===== config.mk =====
export PLATFORM = sky130hd
export DESIGN_NAME = ssd_display_arbiter
export DESIGN_NICKNAME = d
export VERILOG_FILES = /design/src/rtl/ssd_arb_pkg.sv /design/src/rtl/ssd_rr_picker.sv /design/src/rtl/ssd_display_arbiter.sv
export SDC_FILE = /design/constraint.sdc
export NUM_CORES = 1
export LEC_CHECK = 0
export BUFFER_PORTS_ARGS = -buffer_cell sky130_fd_sc_hd__buf_2
export CAP_MARGIN = 20
export CORE_MARGIN = 2
export CORE_UTILIZATION = 36
export CTS_CLUSTER_SIZE = 24
export DETAILED_ROUTE_END_ITERATION = 7
export MAX_ROUTING_LAYER = met4
export PLACE_DENSITY_LB_ADDON = 0.1
export SLEW_MARGIN = 20
export SYNTH_ARGS = -nofsm -noshare
export SYNTH_HDL_FRONTEND = slang
export SYNTH_SLANG_ARGS = --single-unit
export TNS_END_PERCENT = 50

===== constraint.sdc =====
create_clock -name ssd_arbiter_clk -period 7.7 [get_ports ssd_arbiter_clk]
set_input_delay 0.385 -clock ssd_arbiter_clk [delete_from_list [all_inputs] [get_ports ssd_arbiter_clk]]
set_output_delay 0.385 -clock ssd_arbiter_clk [all_outputs]
set_load 0.1 [all_outputs]

===== src/rtl/ssd_arb_pkg.sv =====
// rtl/ssd_arb_pkg.sv - shared encodings and defaults for the seven-segment display arbiter.
// Optional feature macro used by the arbiter: SSD_ARB_PRIORITY_EN.
package ssd_arb_pkg;

  localparam int OWN_W                = 2;
  localparam int DEFAULT_DATA_W       = 32;
  localparam int DEFAULT_DWELL_CYCLES = 100_000_000;

  typedef enum logic [1:0] {
    ST_IDLE = 2'd0,
    ST_HOLD = 2'd1,
    ST_OPEN = 2'd2
  } arb_state_t;

endpackage


===== src/rtl/ssd_rr_picker.sv =====
// rtl/ssd_rr_picker.sv - combinational round-robin winner search upward from a pointer with wrap.
module ssd_rr_picker
  import ssd_arb_pkg::*;
#(
  parameter int NUM_REQ = 4
) (
  input  logic [NUM_REQ-1:0] i_req,
  input  logic [NUM_REQ-1:0] i_mask,
  input  logic [OWN_W-1:0]   i_ptr,
  output logic [NUM_REQ-1:0] o_grant,
  output logic [OWN_W-1:0]   o_idx,
  output logic               o_valid
);

  localparam logic [OWN_W:0] LP_NUM = (OWN_W+1)'(NUM_REQ);

  logic [NUM_REQ-1:0] w_cand;
  logic [OWN_W:0]     w_pos;
  logic [OWN_W-1:0]   w_idx;

  always_comb begin
    w_cand  = i_req & i_mask;
    w_pos   = '0;
    w_idx   = '0;
    o_grant = '0;
    o_idx   = '0;
    o_valid = 1'b0;
    for (int k = 0; k < NUM_REQ; k++) begin
      w_pos = {1'b0, i_ptr} + k[OWN_W:0];
      if (w_pos >= LP_NUM) w_pos = w_pos - LP_NUM;
      w_idx = w_pos[OWN_W-1:0];
      if (!o_valid && w_cand[w_idx]) begin
        o_grant[w_idx] = 1'b1;
        o_idx          = w_idx;
        o_valid        = 1'b1;
      end
    end
  end

endmodule


===== src/rtl/ssd_display_arbiter.sv =====
// rtl/ssd_display_arbiter.sv - round-robin owner of the 8-digit display with a minimum dwell time.
// Optional requester-0 override build: SSD_ARB_PRIORITY_EN.
module ssd_display_arbiter
  import ssd_arb_pkg::*;
#(
  parameter int NUM_REQ      = 4,
  parameter int DWELL_CYCLES = DEFAULT_DWELL_CYCLES,
  parameter int DATA_W       = DEFAULT_DATA_W
) (
  input  logic                      ssd_arbiter_clk,
  input  logic                      ssd_arbiter_rst_n,
  input  logic [NUM_REQ-1:0]        ssd_arbiter_req,
  input  logic [NUM_REQ*DATA_W-1:0] ssd_arbiter_data,
  output logic [NUM_REQ-1:0]        ssd_arbiter_grant,
  output logic [OWN_W-1:0]          ssd_arbiter_owner,
  output logic [DATA_W-1:0]         ssd_arbiter_value,
  output logic                      ssd_arbiter_busy
);

  localparam int CNT_W = (DWELL_CYCLES > 2) ? $clog2(DWELL_CYCLES) : 1;
  // Ownership lasts exactly DWELL_CYCLES clocks: OPEN is entered as the count reaches its last value.
  localparam logic [CNT_W-1:0] LP_PRE_LAST = CNT_W'(DWELL_CYCLES - 2);
  localparam logic [OWN_W-1:0] LP_LAST_IDX = OWN_W'(NUM_REQ - 1);

  arb_state_t          r_state, w_next_state;
  logic [CNT_W-1:0]    r_count, w_next_count;
  logic [OWN_W-1:0]    r_ptr, w_next_ptr;
  logic [OWN_W-1:0]    r_owner, w_next_owner;
  logic [NUM_REQ-1:0]  r_grant, w_next_grant;
  logic [DATA_W-1:0]   r_value;
  logic                r_busy;

  logic [NUM_REQ-1:0]  w_pick_grant;
  logic [OWN_W-1:0]    w_pick_idx;
  logic                w_pick_valid;
  logic                w_own_req;
  logic [DATA_W-1:0]   w_data [NUM_REQ];
  logic [DATA_W-1:0]   w_sel_data;

  genvar g;
  generate
    for (g = 0; g < NUM_REQ; g++) begin : g_unpack
      assign w_data[g] = ssd_arbiter_data[g*DATA_W +: DATA_W];
    end
  endgenerate

  // Masking the current owner means a pick is always a different requester; in IDLE r_grant is zero.
  ssd_rr_picker #(
    .NUM_REQ (NUM_REQ)
  ) u_picker (
    .i_req   (ssd_arbiter_req),
    .i_mask  (~r_grant),
    .i_ptr   (r_ptr),
    .o_grant (w_pick_grant),
    .o_idx   (w_pick_idx),
    .o_valid (w_pick_valid)
  );

  assign w_own_req = |(ssd_arbiter_req & r_grant);

`ifdef SSD_ARB_PRIORITY_EN
  logic r_req0_q;
  logic w_override;

  always_ff @(posedge ssd_arbiter_clk or negedge ssd_arbiter_rst_n) begin
    if (!ssd_arbiter_rst_n) r_req0_q <= 1'b0;
    else                    r_req0_q <= ssd_arbiter_req[0];
  end

  assign w_override = (r_state != ST_IDLE) && (r_owner != '0) &&
                      ssd_arbiter_req[0] && !r_req0_q;
`endif

  always_comb begin
    w_next_state = r_state;
    w_next_count = r_count;
    w_next_ptr   = r_ptr;
    w_next_owner = r_owner;
    w_next_grant = r_grant;

    case (r_state)
      ST_IDLE: begin
        if (w_pick_valid) w_next_state = ST_HOLD;
      end
      ST_HOLD: begin
        if (!w_own_req) begin
          w_next_state = w_pick_valid ? ST_HOLD : ST_IDLE;
        end else if (r_count == LP_PRE_LAST) begin
          w_next_state = ST_OPEN;
          w_next_count = r_count + 1'b1;
        end else begin
          w_next_count = r_count + 1'b1;
        end
      end
      ST_OPEN: begin
        if (w_pick_valid)    w_next_state = ST_HOLD;
        else if (!w_own_req) w_next_state = ST_IDLE;
      end
      default: w_next_state = ST_IDLE;
    endcase

    // A fresh round-robin grant: from IDLE, on release with others pending, or from OPEN.
    if (w_pick_valid && (r_state == ST_IDLE || r_state == ST_OPEN ||
                         (r_state == ST_HOLD && !w_own_req))) begin
      w_next_count = '0;
      w_next_grant = w_pick_grant;
      w_next_owner = w_pick_idx;
      w_next_ptr   = (w_pick_idx == LP_LAST_IDX) ? '0 : w_pick_idx + 1'b1;
    end

    if (w_next_state == ST_IDLE) begin
      w_next_grant = '0;
      w_next_count = '0;
    end

`ifdef SSD_ARB_PRIORITY_EN
    if (w_override) begin
      w_next_state    = ST_HOLD;
      w_next_count    = '0;
      w_next_grant    = '0;
      w_next_grant[0] = 1'b1;
      w_next_owner    = '0;
      w_next_ptr      = r_ptr;
    end
`endif
  end

  always_comb begin
    w_sel_data = '0;
    for (int i = 0; i < NUM_REQ; i++) begin
      if (w_next_owner == OWN_W'(i)) w_sel_data = w_data[i];
    end
  end

  always_ff @(posedge ssd_arbiter_clk or negedge ssd_arbiter_rst_n) begin
    if (!ssd_arbiter_rst_n) begin
      r_state <= ST_IDLE;
      r_count <= '0;
      r_ptr   <= '0;
      r_owner <= '0;
      r_grant <= '0;
      r_busy  <= 1'b0;
    end else begin
      r_state <= w_next_state;
      r_count <= w_next_count;
      r_ptr   <= w_next_ptr;
      r_owner <= w_next_owner;
      r_grant <= w_next_grant;
      r_busy  <= (w_next_state != ST_IDLE);
    end
  end

  // Value tracks the next-state owner so a new grant and its data land on the same edge.
  always_ff @(posedge ssd_arbiter_clk or negedge ssd_arbiter_rst_n) begin
    if (!ssd_arbiter_rst_n)              r_value <= '0;
    else if (w_next_state != ST_IDLE)    r_value <= w_sel_data;
  end

  assign ssd_arbiter_grant = r_grant;
  assign ssd_arbiter_owner = r_owner;
  assign ssd_arbiter_value = r_value;
  assign ssd_arbiter_busy  = r_busy;

endmodule


Word level (Yosys, flattened, before mapping):

Index checks and enable logic that the tools add are counted.

* register bits: 70
* output and inout bits: 39
* word-level logic and storage cells: 116

* add/subtract/negate cells: 9
* magnitude comparators: 12
* equality and inequality tests: 7
* muxes and demuxes: 51
* bitwise gates (word level): 6
* reduce and logical (&&, ||, !) cells: 24

Operator list (count)
* 2-to-1 mux 32 bit: 4
* 2-to-1 mux 27 bit: 4
* 2-to-1 mux 2 bit: 15
* adder 27 x 1 -> 27 bit (second input constant): 1
* == test 27 bit (second input constant): 1
* 2-to-1 mux 4 bit: 6
* 2-to-1 mux 1 bit: 13
* < comparator 2 x 3 -> 1 bit (second input constant): 4
* bitwise OR 4 bit: 3
* greater-or-equal comparator 3 bit (second input constant): 3
* logical AND 1 bit: 9
* AND 4 bit: 2
* binary-select mux 1 bit (select 2 bit): 4
* demux 1 bit (select 2 bit): 4
* == test 2 bit (second input constant): 4
* greater-or-equal comparator 2 x 1 -> 1 bit (second input constant): 4
* subtractor 2 x 1 -> 2 bit (second input constant): 4
* adder 2 x 2 -> 3 bit (second input constant): 2
* logical NOT 2 bit: 3
* one-hot mux 2 bit (3 select lines): 1
* nonzero test 3 bit: 2
* == test 2 x 1 -> 1 bit (second input constant): 2
* logical NOT 1 bit: 4
* inverter 4 bit: 1
* other kinds (7): 9

Depth between registers and ports, before layout:

Gate-level depths: netlist (run 1).

* depth in word-level cells: 21
* mapped depth: 14
* gate-level depth less buffers: 9

By module:

A second synthesis (run 1) with hierarchy kept.

* cells, all modules: 545
* area, all modules: 4956.0 µm²

Modules (own cells, without submodules)
* ssd_display_arbiter: times used 1, cells each 469, area an instance 4351.7 µm², sequential area each 1751.7 µm²
* ssd_rr_picker: times used 1, cells each 76, area an instance 604.3 µm², sequential area each 0.0 µm²

Worst setup path before layout (run 1):

No wires, ideal clock.

* path kind: reg2reg
* from: reg (tool-made name)
* to: reg r_value[10], in the netlist ssd_arbiter_value[10]
* library setup time: 125 ps
* data arrival time: 3163 ps
* required time: 7575 ps
* slack: 4412 ps
* cell stages (with the launch flop): 14
* path buffers: 5
* period minus slack after synthesis: 3288 ps
* cells stage by stage: dfrtp_1 -> buf_2 -> buf_1 -> inv_1 -> ha_1 -> clkbuf_1 -> mux4_2 -> nor2b_4 -> o21a_4 -> o32a_1 -> buf_6 -> buf_6 -> o221ai_2 -> o21ai_1

RTL lines
* end signal: assignment: RTL line ssd_display_arbiter.sv:156 `else if (w_next_state != ST_IDLE) r_value <= w_sel_data;`
* end: declaration: RTL line ssd_display_arbiter.sv:30 `logic [DATA_W-1:0] r_value;`

==> out/qor.json, run 1 <==
{
  "die": {
    "core.rowCount": 40,
    "chipHeight_um": 115,
    "die_area_mm2": 0.0132,
    "floorplan.core_area_mm2": 0.0120,
    "floorplan.initialDensity_pct": 36.9,
    "num_io_pins": 173,
    "fp.dieW_um": 115
  },
  "yosys": {
    "yosysTopAreaCell": "sky130_fd_sc_hd__dfrtp_1",
    "post_synth.cell_area_avg_um2": 9.36,
    "synthesized_area_fraction_occupied_by_and_or_nand_nor_cells_pct": 19.6,
    "edff_count_synth": 0,
    "netlist_area_mm2": 0.00443,
    "sequential_area_share_after_synthesis_pct": 39.6,
    "synth_top_area_share_pct": 39.6,
    "synth-async-reset-ratio_pct": 100,
    "synth_ff_type": "sky130_fd_sc_hd__dfrtp_1",
    "synth-compound-area-share_pct": 20.0,
    "synthesis.nets": 617,
    "yosys-top-cells-area": "sky130_fd_sc_hd__dfrtp_1 (40%), sky130_fd_sc_hd__mux2_2 (7.4%), sky130_fd_sc_hd__nand2_1 (4.8%)",
    "ys_seq_elements": 70,
    "count_of_unique_library_cells_instantiated_by_yosys": 56,
    "yosys_warnings": 0,
    "synth-adder-area-share_pct": 2.83,
    "synth_cells": 473,
    "synth_top_family_by_area": "compound AO/OA/AOI/OAI gates",
    "post_synthesis_xor_xnor_area_fraction_pct": 3.96,
    "muxShareOfSynthArea_pct": 8.90
  },
  "clock_network": {
    "post-cts-setup-buffer-count": 0,
    "hold_buffers": 0,
    "cts-resized-gates": 0,
    "worstSkewPairLatency_ns": 0.33,
    "numClockSinks": 70,
    "numCtsBuffers": 9,
    "h_tree_level_count": 3,
    "cts_max_path_buffers": 2,
    "cts-root-buf": "sky130_fd_sc_hd__clkbuf_16",
    "cts.reportedPaths.clkPinSlew_ns": 0.06,
    "cts_tree": "built"
  },
  "place": {
    "dp_hpwl_um": 9520,
    "postPlaceCellArea_mm2": 0.00535,
    "post_placement_setup_slack_ns": 3.98,
    "buffers_added_on_ports": 172,
    "globalplace.congestion": 0.860
  },
  "critical_path": {
    "worst-setup-path-type": "reg -> reg",
    "crit_path_cell_trace": "inv_1, ha_1, mux4_2, nor2b_4, nor4_4, o31a_1, buf_4, clkinv_4, o221ai_1, o21ai_1",
    "critical_path_peak_fanout": 34,
    "setup.worst_path.start_class": "flip-flop",
    "crit_arrival_ns": 3.93,
    "critPathSlowestCell": "sky130_fd_sc_hd__dfrtp_1",
    "cpPeakStageDelay_ns": 0.79,
    "worst-endpoint-required_ns": 7.91,
    "worstSetupEndpointType": "flip-flop"
  },
  "sta": {
    "setup_violations": 0,
    "finClkSkew_ns": 0.00906,
    "period_share_pct": 48.3,
    "maxSlewViolCount": 0,
    "timing.max_slew.rel_slack_pct": 39.2,
    "post-route-worst-setup-slack_ns": 3.98,
    "tightestPinTransition_ns": 0.911,
    "setup-tns-final_ns": 0,
    "max_freq_mhz": 269,
    "fin_crit_ns": 3.72,
    "unrepaired_setup_endpoints_after_global_routing": "false",
    "hold_violations": 0
  },
  "worst_hold_path": {
    "timing.hold.worst.class": "in -> async"
  },
  "global_route": {
    "antenna_found_initial": 0,
    "global_route.usage.total_pct": 21.2,
    "pin_count_of_the_biggest_net_entering_global_routing": 71,
    "first_global_vias": 4243,
    "grt_first_pass_wirelength_um": 21400,
    "global_route.overflow_total": 0
  },
  "drt": {
    "detailroute.via_count": 4251,
    "drt-pass1-iter-count": 4,
    "drc": 0,
    "drt_iter0_drc": 164,
    "drt-total-wl_um": 13200,
    "avgRoutedWirePerCell_um": 16.9,
    "vias_per_cell": 5.42,
    "ant_nets": 0
  },
  "layout": {
    "antenna-diode-count": 0,
    "combined_area_of_the_multi_input_logic_cells_mm2": 0.00246,
    "final_design_area_no_fill_mm2": 0.00564,
    "filler_cell_count": 1179,
    "area.growth.synth_to_final_pct": 27.3,
    "drive_gt1_share_pct": 38.1,
    "design.final.nets": 777,
    "post-route-util_pct": 46.9,
    "area_used_by_sequential_logic_in_the_layout_mm2": 0.00175
  },
  "run": {
    "maxCapViolCount": 0
  },
  "outcome": {
    "outcome": "complete, no violations"
  }
}
state kept, by name, summed over array words and instances (netlist names), named ones only:
register	count
r_ptr	1
r_state	2
ssd_arbiter_value	32
ssd_arbiter_owner	2
ssd_arbiter_busy	1
r_count	27
ssd_arbiter_grant	4
critical path: cells and delay by family (launching register included):
| family | cells | cell delay (ns) |
|---|---|---|
| buffers and inverters | 3 | 0.95 |
| and+or+nand+nor | 2 | 0.44 |
| DFF | 1 | 0.79 |
| adders and majority gates | 1 | 0.49 |
| muxes | 1 | 0.38 |
| AOI/OAI and AO/OA | 3 | 0.54 |
synthesized netlist by cell type (5+ instances only):
master,n
sky130_fd_sc_hd__o21ai_1,29
sky130_fd_sc_hd__nand2b_1,6
sky130_fd_sc_hd__o221ai_2,10
sky130_fd_sc_hd__nor4_1,5
sky130_fd_sc_hd__nand2_1,57
sky130_fd_sc_hd__o221ai_1,19
sky130_fd_sc_hd__mux2_2,29
sky130_fd_sc_hd__nor2_1,25
sky130_fd_sc_hd__dfrtp_1,70
sky130_fd_sc_hd__ha_1,10
sky130_fd_sc_hd__nor3_1,39
sky130_fd_sc_hd__buf_6,7
sky130_fd_sc_hd__buf_2,8
sky130_fd_sc_hd__xnor2_1,6
sky130_fd_sc_hd__xor2_1,14
sky130_fd_sc_hd__clkbuf_1,11
sky130_fd_sc_hd__inv_1,12
sky130_fd_sc_hd__o21ai_0,24
sky130_fd_sc_hd__nand4_1,10
sky130_fd_sc_hd__a21oi_1,6
sky130_fd_sc_hd__nand3_1,20
placed cells by master (no fill, tap or decap), types with 4 or more instances in the layout:
cell type	instances
sky130_fd_sc_hd__clkbuf_16	9
sky130_fd_sc_hd__inv_1	11
sky130_fd_sc_hd__a21oi_1	5
sky130_fd_sc_hd__nand4_1	10
sky130_fd_sc_hd__nand2_1	57
sky130_fd_sc_hd__ha_1	10
sky130_fd_sc_hd__nor4_1	5
sky130_fd_sc_hd__nand3_1	20
sky130_fd_sc_hd__a21boi_0	4
sky130_fd_sc_hd__mux2_2	29
sky130_fd_sc_hd__o221ai_1	19
sky130_fd_sc_hd__buf_4	5
sky130_fd_sc_hd__xor2_1	14
sky130_fd_sc_hd__xnor2_1	6
sky130_fd_sc_hd__nand2b_1	6
sky130_fd_sc_hd__o21ai_0	24
sky130_fd_sc_hd__buf_2	172
sky130_fd_sc_hd__a222oi_1	4
sky130_fd_sc_hd__o21ai_1	29
sky130_fd_sc_hd__and3_1	4
sky130_fd_sc_hd__nor2_1	25
sky130_fd_sc_hd__nor3_1	39
sky130_fd_sc_hd__dfrtp_1	70
sky130_fd_sc_hd__o221ai_2	10
logic make-up after synthesis:
kind of cell / Yosys count
flops: 70
buf+inv: 41
compound gates: 120
xor+xnor: 20
mux: 33
simple gates: 179
fa+ha+maj: 10
per-stage QoR:
| step | instances | hold slack (ns) |
|---|---|---|
| final | 785 | 0.243 |
| after global routing | 785 | 0.314 |
| after CTS | 785 | 0.298 |
| after detailed placement | 769 | 0.476 |
| after global placement | 769 | 0.465 |
| after floorplan | 473 | 0.0894 |
final timing paths:
path                          depth (start not counted)                  start                    end  slack (ns)
setup / recovery                                     10              flip-flop  ssd_arbiter_value[19]        3.98
hold / removal                                        2      ssd_arbiter_rst_n   ssd_arbiter_grant[0]        0.24
setup reg to reg                                     10              flip-flop  ssd_arbiter_value[19]        3.98
hold reg to reg                                       2  ssd_arbiter_value[29]  ssd_arbiter_value[29]        0.48
max in group asynchronous                             2      ssd_arbiter_rst_n   ssd_arbiter_value[1]        6.84
min in group ssd_arbiter_clk                          3  ssd_arbiter_data[102]   ssd_arbiter_value[6]        0.31
metal layers:
layer / track usage (%) / vias to the layer above / wire [um]
met5: - / - / 0
met4: 7.39 / 0 / 359
met2: 33.8 / 146 / 6480
met1: 26.9 / 2001 / 5720
li1: - / 2075 / -
met3: 4.32 / 29 / 688
cell type report:
cell class | instances | share of cell area, %
inverters | 13 | 0.954
repair buffers | 177 | 15.9
well taps | 147 | 3.26
multi-input cells | 362 | 43.7
clock buffers | 11 | 4.48
clock inverters | 5 | 0.599
flip-flops and latches | 70 | 31.1
Power of run 1 is not shown: default switching activity piles up to over one toggle a cycle in this logic, so the estimate is an artifact.
==> run 2, diff against run 1 <==
Settings changed: ABC_AREA from default to 1.
Clock period 7.7 ns to 3.4 ns, I/O delays scaled along.
==> out/qor.json, run 2 <==
{
  "yosys": {
    "yosys-top-cells-area": {"value": "sky130_fd_sc_hd__dfrtp_1 (37%), sky130_fd_sc_hd__nand2_1 (18%), sky130_fd_sc_hd__nand3_1 (7.2%)", "change": "was sky130_fd_sc_hd__dfrtp_1 (40%), sky130_fd_sc_hd__mux2_2 (7.4%), sky130_fd_sc_hd__nand2_1 (4.8%)"},
    "synth.cells.most_frequent": {"value": "sky130_fd_sc_hd__nand2_1 (225), sky130_fd_sc_hd__inv_1 (80), sky130_fd_sc_hd__dfrtp_1 (70), sky130_fd_sc_hd__nand3_1 (67), sky130_fd_sc_hd__nor2_1 (51)", "change": "was sky130_fd_sc_hd__dfrtp_1 (70), sky130_fd_sc_hd__nand2_1 (57), sky130_fd_sc_hd__nor3_1 (39), sky130_fd_sc_hd__mux2_2 (29), sky130_fd_sc_hd__o21ai_1 (29)"},
    "synth_ff_type": {"value": "sky130_fd_sc_hd__dfrtp_1", "change": "unchanged"},
    "synth_top_area_share": {"value": 37.4, "unit": "%", "change": "was 39.6%"},
    "yosys_warnings": {"value": 0, "change": "unchanged"},
    "synthMostInstantiatedCell": {"value": "sky130_fd_sc_hd__nand2_1", "change": "was sky130_fd_sc_hd__dfrtp_1"},
    "sequential_area_share_after_synthesis": {"value": 37.4, "unit": "%", "change": "was 39.6%"},
    "ys_seq_elements": {"value": 70, "change": "unchanged"},
    "edff_count_synth": {"value": 0, "change": "unchanged"},
    "yosysTopAreaCell": {"value": "sky130_fd_sc_hd__dfrtp_1", "change": "unchanged"},
    "synth-async-reset-ratio": {"value": 100, "unit": "%", "change": "unchanged"},
    "synthesis.nets": {"value": 830, "change": "was 617"},
    "post_synth.cell_area_avg": {"value": 6.83, "unit": "um^2", "change": "was 9.36 um^2"},
    "synth_cells": {"value": 686, "change": "was 473"},
    "netlist_area": {"value": 0.00469, "unit": "mm^2", "change": "was 0.00443 mm^2"},
    "count_of_unique_library_cells_instantiated_by_yosys": {"value": 35, "change": "was 56"}
  },
  "run": {
    "maxCapViolCount": {"value": 0, "change": "unchanged"}
  },
  "global_route": {
    "global_route.usage.total": {"value": 21.6, "unit": "%", "change": "was 21.2%"},
    "grt_first_pass_wirelength": {"value": 23600, "unit": "um", "change": "was 21,400 um"},
    "global_route.overflow_total": {"value": 0, "change": "unchanged"},
    "first_global_vias": {"value": 4939, "change": "was 4,243"},
    "antenna_found_initial": {"value": 1, "change": "was 0"},
    "pin_count_of_the_biggest_net_entering_global_routing": {"value": 46, "change": "was 71"}
  },
  "die": {
    "core.rowCount": {"value": 41, "change": "was 40"},
    "chipHeight": {"value": 118, "unit": "um", "change": "was 115 um"},
    "floorplan.initialDensity": {"value": 37.0, "unit": "%", "change": "was 36.9%"},
    "fp.dieW": {"value": 118, "unit": "um", "change": "was 115 um"},
    "num_io_pins": {"value": 173, "change": "unchanged"},
    "die_area": {"value": 0.0140, "unit": "mm^2", "change": "was 0.0132 mm^2"},
    "floorplan.core_area": {"value": 0.0127, "unit": "mm^2", "change": "was 0.0120 mm^2"}
  },
  "critical_path": {
    "worst-r2r-cell-count": {"value": 16, "change": "was 10"},
    "critical_path_peak_fanout": {"value": 23, "change": "was 34"},
    "crit_arrival": {"value": 3.21, "unit": "ns", "change": "was 3.93 ns"},
    "critPathSlowestCell": {"value": "sky130_fd_sc_hd__dfrtp_2", "change": "was sky130_fd_sc_hd__dfrtp_1"},
    "cp_num_cells": {"value": 16, "change": "was 10"},
    "timing.critical_path.mode_cell": "sky130_fd_sc_hd__nand2_1",
    "cp.buffers_inverters": {"value": 3, "change": "unchanged"},
    "setup.worst_path.start_class": {"value": "flip-flop", "change": "unchanged"},
    "worstSetupEndpointType": {"value": "flip-flop", "change": "unchanged"},
    "critical-path-top-delay-family": {"value": "simple AND/OR/NAND/NOR gates", "change": "was buffers and inverters"},
    "worst-endpoint-required": {"value": 3.66, "unit": "ns", "change": "was 7.91 ns"},
    "cpPeakStageDelay": {"value": 0.48, "unit": "ns", "change": "was 0.79 ns"},
    "crit_path_cell_trace": {"value": "inv_2, ha_1, inv_1, nand3_1, nand2_2, nand3_2, nand3_1, nand2_1, nand2_1, nand2_4, buf_4, nor2_4, nand2_1, nand3_1, nand2_1, nand2_1", "change": "was inv_1, ha_1, mux4_2, nor2b_4, nor4_4, o31a_1, buf_4, clkinv_4, o221ai_1, o21ai_1"},
    "worst-setup-path-type": {"value": "reg -> reg", "change": "unchanged"}
  },
  "place": {
    "globalplace.congestion": {"value": 0.843, "change": "was 0.860"},
    "dp_hpwl": {"value": 11000, "unit": "um", "change": "was 9520 um"},
    "buffers_added_on_ports": {"value": 172, "change": "unchanged"},
    "post_placement_setup_slack": {"value": 0.330, "unit": "ns", "change": "was 3.98 ns"}
  },
  "layout": {
    "final_common_cell": {"value": "sky130_fd_sc_hd__nand2_1", "change": "was sky130_fd_sc_hd__buf_2"},
    "area.growth.synth_to_final": {"value": 28.5, "unit": "%", "change": "was 27.3%"},
    "layout_common_cells": {"value": "sky130_fd_sc_hd__nand2_1 (225), sky130_fd_sc_hd__buf_2 (172), sky130_fd_sc_hd__inv_1 (80), sky130_fd_sc_hd__dfrtp_1 (69), sky130_fd_sc_hd__nand3_1 (67)", "change": "was sky130_fd_sc_hd__buf_2 (172), sky130_fd_sc_hd__dfrtp_1 (70), sky130_fd_sc_hd__nand2_1 (57), sky130_fd_sc_hd__nor3_1 (39)"},
    "design.final.nets": {"value": 1000, "change": "was 777"},
    "drive_gt1_share": {"value": 25.8, "unit": "%", "change": "was 38.1%"},
    "largest_reg_flops": {"value": 32, "change": "unchanged"}
  },
  "sta": {
    "timing.max_slew.rel_slack": {"value": 58.9, "unit": "%", "change": "was 39.2%"},
    "period_share": {"value": 86.5, "unit": "%", "change": "was 48.3%"},
    "post-route-worst-setup-slack": {"value": 0.457, "unit": "ns", "change": "was 3.98 ns"},
    "max_freq": {"value": 340, "unit": "MHz", "change": "was 269 MHz"},
    "fin_crit": {"value": 2.94, "unit": "ns", "change": "was 3.72 ns"},
    "unrepaired_setup_endpoints_after_global_routing": {"value": "false", "change": "unchanged"},
    "setup-tns-final": {"value": 0, "unit": "ns", "change": "unchanged"},
    "hold_violations": {"value": 0, "change": "unchanged"},
    "setup_violations": {"value": 0, "change": "unchanged"},
    "maxSlewViolCount": {"value": 0, "change": "unchanged"},
    "tightestPinTransition": {"value": 0.616, "unit": "ns", "change": "was 0.911 ns"},
    "fin_worst_hold_slack": {"value": 0.139, "unit": "ns", "change": "was 0.243 ns"},
    "finClkSkew": {"value": 0.00426, "unit": "ns", "change": "was 0.00906 ns"}
  },
  "drt": {
    "ant_nets": {"value": 0, "change": "unchanged"},
    "detailroute.via_count": {"value": 4899, "change": "was 4,251"},
    "drt_iter0_drc": {"value": 242, "change": "was 164"},
    "vias_per_cell": {"value": 4.75, "change": "was 5.42"},
    "avgRoutedWirePerCell": {"value": 13.9, "unit": "um", "change": "was 16.9 um"},
    "drc": {"value": 0, "change": "unchanged"},
    "drt-pass1-iter-count": {"value": 5, "change": "was 4"},
    "drt-total-wl": {"value": 14300, "unit": "um", "change": "was 13,200 um"}
  },
  "clock_network": {
    "cts.reportedPaths.clkPinSlew": {"value": 0.05, "unit": "ns", "change": "was 0.06 ns"},
    "cts-root-buf": {"value": "sky130_fd_sc_hd__clkbuf_16", "change": "unchanged"},
    "worstSkewPairLatency": {"value": 0.32, "unit": "ns", "change": "was 0.33 ns"},
    "numClockSinks": {"value": 70, "change": "unchanged"},
    "h_tree_level_count": {"value": 3, "change": "unchanged"},
    "cts_max_path_buffers": {"value": 2, "change": "unchanged"},
    "cts_tree": {"value": "built", "change": "unchanged"},
    "numCtsBuffers": {"value": 9, "change": "unchanged"}
  },
  "worst_hold_path": {
    "hold_depth": 5,
    "timing.hold.worst.class": {"value": "in -> reg", "change": "was in -> async"}
  },
  "outcome": {
    "outcome": {"value": "complete, no violations", "change": "unchanged"}
  }
}
run 2: cell types whose count changed after synthesis, sizes merged, moves of 7 or more:
cell	before	now
o21ai	53	73
clkbuf	11	4
nor3	39	9
inv	12	83
o221ai	29	3
nand3	20	74
mux2	31	0
nand2	57	234
nor2	25	58
run 2: area by class of cell:
cell class,instances,area (um^2)
sequential,70,1750
fill,1308,6650
clock buffer,13,260
inverter,84,315
antenna,1,2.50
clock inverter,1,30.0
timing repair buffer,183,958
multi-input combinational,508,2490
tap,172,215
run 2: worst reg2reg max path, delay by kind of cell (launching register included):
kind | cells | cell delay, ns
and+or+nand+nor | 12 | 1.53
adders and majority gates | 1 | 0.32
DFF | 1 | 0.48
buffers and inverters | 3 | 0.59
run 2: logic make-up (layout without fill, tap and decap cells):
| group | after synthesis | after routing | synth area share, % |
|---|---|---|---|
| simple gates | 392 | 392 | 37.1 |
| buf+inv | 108 | 281 | 9.55 |
| compound gates | 89 | 89 | 10.1 |
| flops | 70 | 70 | 37.4 |
| xor+xnor | 17 | 17 | 3.18 |
| fa+ha+maj | 10 | 10 | 2.67 |
| other cells | 0 | 1 | 0 |
run 2: timing repair:
item                                   4_1_cts  5_1_grt
endpoints found under the hold margin       25        0
hold buffers                                 1        0
setup endpoints to repair                    0        8
resized for setup                            0        1
setup buffers                                0        0
run 2: routing by layer:
layer	track usage, %	up-vias	part of all wire (%)
li1	-	2531	-
met1	25.9	2177	44
met2	36.9	172	49
met3	3.25	19	5.8
met4	7.45	0	1.8
met5	-	-	0
run 2: worst paths after layout:
check                                     startpoint                    end  slack [ns]
min in group asynchronous          ssd_arbiter_rst_n   ssd_arbiter_grant[3]        0.39
worst max-delay path                       flip-flop  ssd_arbiter_value[14]        0.46
worst min register to register  ssd_arbiter_value[8]   ssd_arbiter_value[8]        0.47
max in group asynchronous          ssd_arbiter_rst_n   ssd_arbiter_value[7]        1.99
worst min-delay path            ssd_arbiter_data[98]   ssd_arbiter_value[2]        0.14
worst max register to register             flip-flop  ssd_arbiter_value[14]        0.46
run 2: stage by stage:
step,util (%),instances,area (um^2)
2_1_floorplan,-,686,4690
3_3_place_gp,45.1,1016,5720
3_5_place_dp,45.1,1016,5720
4_1_cts,47.5,1031,6020
5_1_grt,47.5,1032,6020
6_report,47.5,1032,6020
Power of run 2 is left out for the same reason.
